[src/rtl/alu0_xbar_datapath_pkg.sv]
// alu0_xbar_datapath_pkg: shared opcodes, config field offsets and widths
package alu0_xbar_datapath_pkg;
   localparam int CFG_W       = 11;
   localparam int ALU_OP_LSB  = 0;
   localparam int OUT_SEL_BIT = 2;
   localparam int XBAR_LSB    = 3;
   localparam int XBAR_SEL_W  = 2;
   typedef enum logic [1:0] {
      OP_ADD = 2'd0,
      OP_SUB = 2'd1,
      OP_MUL = 2'd2,
      OP_XOR = 2'd3
   } alu_op_e;
endpackage

[src/rtl/alu0_xbar_datapath_xbar_sel.sv]
// xbar_sel: N-input, 1-output word mux
//   i_data  N words in
//   i_sel   clog2(N)-bit select
//   o_data  selected word
module xbar_sel #(
   parameter int N = 4,
   parameter int W = 32
) (
   input  logic [N-1:0][W-1:0]     i_data,
   input  logic [$clog2(N)-1:0]    i_sel,
   output logic [W-1:0]            o_data
);
   assign o_data = i_data[i_sel];
endmodule

[src/rtl/alu0_xbar_datapath.sv]
// alu0_xbar_datapath: 4x4 crossbar -> registered ALU -> 2x1 output mux, serial config
//   clk, reset (sync, active-low), config_en/config_in/config_out: 11-bit config chain
//   in0, in1, mem_in: data inputs; mem_op0, mem_op1: crossbar outputs 2/3; out0: PE output
module alu0_xbar_datapath
   import alu0_xbar_datapath_pkg::*;
#(
   parameter int size = 32
) (
   input  logic            clk,
   input  logic            reset,
   input  logic            config_en,
   input  logic            config_in,
   output logic            config_out,
   input  logic [size-1:0] in0,
   input  logic [size-1:0] in1,
   input  logic [size-1:0] mem_in,
   output logic [size-1:0] mem_op0,
   output logic [size-1:0] mem_op1,
   output logic [size-1:0] out0
);
   logic [CFG_W-1:0]      r_cfg;
   logic [size-1:0]       r_alu_q;
   logic [3:0][size-1:0]  w_xin;
   logic [3:0][size-1:0]  w_xout;
   logic [1:0][size-1:0]  w_oin;
   logic [size-1:0]       w_alu_d;
   alu_op_e               w_op;

   // i2 is the registered ALU result, so feedback routing never closes a loop
   assign w_xin = {mem_in, r_alu_q, in1, in0};

   for (genvar k = 0; k < 4; k++) begin : g_xbar
      xbar_sel #(.N(4), .W(size)) u_sel (
         .i_data (w_xin),
         .i_sel  (r_cfg[XBAR_LSB + XBAR_SEL_W*k +: XBAR_SEL_W]),
         .o_data (w_xout[k])
      );
   end

   assign w_op    = alu_op_e'(r_cfg[ALU_OP_LSB +: 2]);
   assign w_alu_d = (w_op == OP_ADD) ? w_xout[0] + w_xout[1] :
                    (w_op == OP_SUB) ? w_xout[0] - w_xout[1] :
                    (w_op == OP_MUL) ? w_xout[0] * w_xout[1] :
                                       w_xout[0] ^ w_xout[1];

   assign w_oin = {mem_in, r_alu_q};

   xbar_sel #(.N(2), .W(size)) u_out_sel (
      .i_data (w_oin),
      .i_sel  (r_cfg[OUT_SEL_BIT]),
      .o_data (out0)
   );

   assign mem_op0    = w_xout[2];
   assign mem_op1    = w_xout[3];
   assign config_out = r_cfg[CFG_W-1];

   // reset wins over shifting, discarding any partially loaded pattern
   always_ff @(posedge clk) begin
      if (!reset) begin
         r_cfg   <= '0;
         r_alu_q <= '0;
      end else begin
         if (config_en) r_cfg <= {r_cfg[CFG_W-2:0], config_in};
         r_alu_q <= w_alu_d;
      end
   end
endmodule

[config.mk]
export PLATFORM = sky130hd
export DESIGN_NAME = alu0_xbar_datapath
export DESIGN_NICKNAME = d
export VERILOG_FILES = /design/src/rtl/alu0_xbar_datapath_pkg.sv /design/src/rtl/alu0_xbar_datapath_xbar_sel.sv /design/src/rtl/alu0_xbar_datapath.sv
export SDC_FILE = /design/constraint.sdc
export NUM_CORES = 2
export LEC_CHECK = 0
export BUFFER_PORTS_ARGS = -buffer_cell sky130_fd_sc_hd__buf_2
export CAP_MARGIN = 10
export CORE_ASPECT_RATIO = 1.25
export CORE_MARGIN = 2
export CORE_UTILIZATION = 45
export CTS_CLUSTER_DIAMETER = 150
export DETAILED_ROUTE_END_ITERATION = 12
export GPL_TIMING_DRIVEN = 1
export PLACE_DENSITY = 0.6
export SYNTH_ARGS = -nofsm -noshare
export SYNTH_HDL_FRONTEND = slang
export SYNTH_SLANG_ARGS = --single-unit
[constraint.sdc]
create_clock -name clk -period 11.9 [get_ports clk]
set_input_delay 3.57 -clock clk [delete_from_list [all_inputs] [get_ports clk]]
set_output_delay 3.57 -clock clk [all_outputs]
set_load 0.02 [all_outputs]
* Word-level counts from Yosys, hierarchy flattened
Cells that the tools add are included.
** Word-level totals
- Register bits :: 43
- Latch bits :: 0
- Bits in writable memories :: 0
- Bits in read-only memories :: 0
- Input port bits :: 100
- Logic and storage cells :: 27
- Memories :: 0
** Cells by class
- Add/subtract/negate cells :: 2
- Multipliers :: 1
- Divide/modulo/power cells :: 0
- Magnitude comparators :: 5
- Eq/ne operators :: 2
- Shift operators :: 0
- Multiplexer cells :: 13
- Bitwise operators :: 1
- Reduce and logical (&&, ||, !) cells :: 1
** Operators with widths (count)
- 32-bit two-way mux :: 9
- 32-bit binary-select mux with 2-bit select :: 4
- 32-bit adder :: 1
- 32-bit by 32-bit multiplier with 32-bit output :: 1
- 32-bit subtractor :: 1
- 32-bit bitwise XOR :: 1
- 2-bit by 3-bit less-than comparator with 1-bit output, second input constant :: 4
- 2-bit by 1-bit == test with 1-bit output, second input constant :: 1
- 2-bit == test, second input constant :: 1
- 2-bit logical NOT :: 1
- 1-bit by 2-bit less-than comparator with 1-bit output, second input constant :: 1

* Logic depth before layout (Yosys ltp)
- Depth in word-level cells :: 6
- Gate-level depth with buffers :: 35
- Gate-level depth less buffers :: 30

* By module
From an unflattened synthesis, not the netlist that was laid out.
** Second synthesis, totals
- Cell total of the unflattened synthesis :: 2612
- Area total of the unflattened synthesis :: 24544.8 µm²
** Modules (own cells, without submodules)
- alu0_xbar_datapath :: times used 1, cells an instance 2420, area each 20742.4 µm², seq. area each 860.8 µm²
- xbar_sel (g_xbar[0].u_sel ...) :: times used 4, cells an instance 39, area each 814.5 µm², seq. area each 0.0 µm²
- xbar_sel (u_out_sel) :: times used 1, cells an instance 36, area each 544.3 µm², seq. area each 0.0 µm²

* Worst setup path before layout
No wires, ideal clock.
- Path kind :: in2reg
- Start :: in in0[7]
- End :: reg r_alu_q[31]
- Setup time :: 103 ps
- Arrival time :: 10576 ps
- Setup slack :: 1221 ps
- Cell stages on the path :: 28
- Path buffers :: 2
- Cell sequence :: mux2_1 o21ai_1 clkbuf_1 buf_1 nor2_1 fa_1 fa_1 fa_1 inv_1 fa_1 inv_1 fa_1 inv_1 fa_1 inv_1 fa_1 fa_1 ha_1 nand2_1 a21oi_1 nor2_1 o311ai_1 o221ai_1 o21ai_0 o41ai_1 xnor2_1 nor2_1 a2111oi_2
** On the way
- Word-level cells in the longest chain between the ends :: 6
- Elaborated cells between the ends (all ways) :: 10
- Classes of those cells :: add/sub: 2; mul: 1; mux: 7
** RTL lines
- from (decl) :: line alu0_xbar_datapath.sv:14 : input logic [size-1:0] in0,
- 32-bit binary-select mux with 2-bit select :: line alu0_xbar_datapath_xbar_sel.sv:13 : assign o_data = i_data[i_sel];
- 32-bit two-way mux (implied by the code) :: line alu0_xbar_datapath_xbar_sel.sv:13
- 32-bit by 32-bit multiplier with 32-bit output :: line alu0_xbar_datapath.sv:43 : (w_op == OP_MUL) ? w_xout[0] * w_xout[1] :
- 32-bit two-way mux :: line alu0_xbar_datapath.sv:43
- 32-bit two-way mux :: line alu0_xbar_datapath.sv:42 : (w_op == OP_SUB) ? w_xout[0] - w_xout[1] :
- 32-bit two-way mux * :: line alu0_xbar_datapath.sv:41 : assign w_alu_d = (w_op == OP_ADD) ? w_xout[0] + w_xout[1] :
- to (signal assigned) :: line alu0_xbar_datapath.sv:65 : r_alu_q <= w_alu_d;
- to (decl) :: line alu0_xbar_datapath.sv:22 : logic [size-1:0] r_alu_q;
Mark *: on every way between the ends. The rest lies on a longest branch, timed or not. The select of a mux whose other input is x is not followed.
A chain may end at the register's enable or synchronous reset.

* Worst setup path after layout
- Start :: in in0[5]
- End :: reg r_alu_q[29]
Same word-level chain as after synthesis.

==> summary.md <==
| Metric | Value |
|---|---|
| Outcome | completed |
| Post-Syn Nets | about 3400 |
| I/O Buffers | between 150 and 200 |
| RSZ-0062 raised after global routing | no |
| Max Slew Vio Count | 0 |
| Final setup vio count | 0 |
| Post-synthesis sequential area ratio | 3.56% |
| Syn_area_per_cell | roughly 9 sq um |
| Share of layout cells above drive strength 1 | about 19% |
| ANT nets after route | 0 |
| Htree depth | 2 |
| Post-synthesis mux area share | 14.3% |
| HPWL Detailed | 78200 microns |
| Worst slew pin tran | 1180 ps |
| # IOs | 197 |
| Die X | roughly 210 microns |
| Area delta synth->final | 8.76% |
| Slowest CP cell | o21ai_2 |
| Initial DRC count | 1839 |
| First-pass GRT wire length | roughly 140000 microns |
| Cell area after synthesis | 24200 sq um |
| Minimum clock period | roughly 11000 ps |
| CORE AREA | 52800 sq um |
| Most used cell, CP | fa_1 |
| Synth Area in Simple Gates | 13.6% |
| Clk_lat worst skew | 310 ps |
| Yosys Warn Count | 0 |
| Drt first pass iters | 8 |
| Clk sinks | 43 |
| Worst path max stage delay | approximately 540 ps |
| Drt drc | 0 |
| Syn Inst Count | 2752 |
| Max_cap viols | 0 |
| Count of cell types in the netlist | 85 |
| DIE AREA | approximately 56000 sq um |
| CTS tree | done |
| Initial antenna violation count | 4 |
| Clock Root Buffer | clkbuf_16 |
| Total grt overflow | 0 |
| Largest net degree at the start of global routing | 44 |
| Fillers | about 5100 |
| Vias in the first global route | around 23000 |
| Clock transition at path regs | 80 ps |
| Routed wire length per instance | 26.3 microns |
| Max clock buf depth | 2 |
| Seq cells post-synth | 43 |
| Compound-cell area share of the yosys netlist | roughly a tenth |
| Main area contributors after synthesis | fa_1 (34%), ha_1 (9.6%), mux4_2 (8.1%) |
| Final Net Count | about 3600 |
| Adder-cell area share of the yosys netlist | about 44% |
| Crit. End Element | register |
| Postcts setup bufs | 0 |
| Total CTS buffers | 5 |
| Max-Slew Margin vs Limit | between 10% and 20% |
| Placement Rows | 94 |
| Post-Route Skew | 11.1 ps |
| Final Cycle Share | 96.5% |
| Vias | 21500 |
| Tot GR Track Use | roughly 35% |
| Die Y-Extent | 263 microns |
| Xor and xnor area share after synthesis | 4.10% |
| CTS resizes | 0 |
| Setup TNS | 0 ps |
| Routed WL | 94600 microns |
| Arr. time, crit path | about 12000 ps |
| Asr flop ratio synth | 0% |
| Initial core utilization | 45.8% |
| Synth Flop Type | dfxtp_1 |
| Critical Setup Path Class | input pin to register |
| Vias per Instance | 5.98 |
| Hold Path Class | register to register |
| Critical Path RT | 12080 ps |
| Worst Path Max Fanout | 9 |
| Hold-fix buffers at CTS | 0 |
| Post-synth top area cell | fa_1 |
| Setup crit start kind | input pin |
| Fin. Hold Viols | 0 |
| FMAX | 87.1 MHz |
| Post-synth EDFFs | 0 |
| GPL Wtd Cong | 1.06 |
| Post-synth top area share | 34.0% |
| Largest family of logic cells by synthesized area | adder cells |
==> cells in the final DEF, fill, tap and decap left out, types with 61 or more instances in the layout <==
cell type / instances
inv_1: 431
fa_1: 410
nor2_1: 378
nand2_1: 300
buf_2: 196
ha_1: 185
buf_4: 101
mux4_2: 87
a21oi_1: 86
xnor2_1: 83
o21ai_0: 74
mux2i_1: 61
==> worst max-delay path: cells and delay by family <==
| family | cells | cell delay, ps |
|---|---|---|
| adder cells (fa/ha/maj) | 10 | 4080 |
| AO/OA/AOI/OAI | 9 | 2350 |
| buffers and inverters | 7 | 1110 |
| AND/OR/NAND/NOR | 2 | 290 |
| multiplexers | 1 | 270 |
==> cells by family after synthesis <==
logic type | after synthesis
compound gates | 365
xor+xnor | 110
fa+ha+maj | 595
buf+inv | 612
flops | 43
mux | 225
simple gates | 802
==> per-layer routing <==
metal  vias up  GRT usage (%)  share of wire (%)
li1       9205              -                  -
met1     10900           45.7                 40
met2      1117           56.7                 47
met3       234           4.19                7.9
met4         0           16.4                5.5
met5         -              0                  0
==> registers in the layout, summed over array words and instances (netlist names) <==
| register | count |
|---|---|
| r_cfg | 11 |
| r_alu_q | 32 |
==> stage by stage <==
step	instance area (sq um)	hold WS (ps)	util (%)	cells	setup WS [ps]
2_1_floorplan	24200	582	-	2752	1220
3_3_place_gp	26100	601	49.5	3580	298
3_5_place_dp	26100	614	49.5	3580	179
4_1_cts	26300	619	49.8	3588	481
5_1_grt	26300	638	49.8	3590	184
6_report	26300	635	49.8	3591	419
==> path summary, 6_finish.rpt <==
path                                from          end  slack [ps]  cells after the start
worst max-delay path              in0[5]  r_alu_q[29]         420                     29
worst max register to register  r_cfg[4]  r_alu_q[29]        2620                     29
worst min-delay path            r_cfg[1]     r_cfg[1]         640                      2
worst min register to register  r_cfg[1]     r_cfg[1]         640                      2
==> cell type report <==
cell class                 count  area [sq um]  area share [%]
clock buffer                   6           150           0.571
sequential                    43           873            3.32
timing repair buffer         298          1760            6.69
inverter                     470          1770            6.74
clock inverter                 2          17.5          0.0666
antenna                        3          7.51          0.0286
tap                          672           841            3.20
multi-input combinational   2097         20900            79.4
==> synthesized netlist by cell type, types with 11 or more instances <==
master	n
buf_1	16
nor3_1	24
xor2_1	24
o21bai_1	13
nand3_1	18
mux2i_1	61
mux2_1	11
o211ai_1	12
a21oi_1	86
xnor2_1	83
o21ai_2	15
ha_1	185
a221oi_1	11
a21o_1	21
o21ai_4	16
inv_2	34
mux2_2	59
mux4_2	87
and2_1	23
a211oi_1	15
inv_1	431
nor2b_1	12
nor2_1	378
fa_1	410
clkbuf_1	98
o21ai_1	14
o21ai_0	74
dfxtp_1	43
nand2_1	300
Power is left out: the tool's default activity adds up to more than one toggle a clock period on the data nets, which glitch-free logic cannot reach.
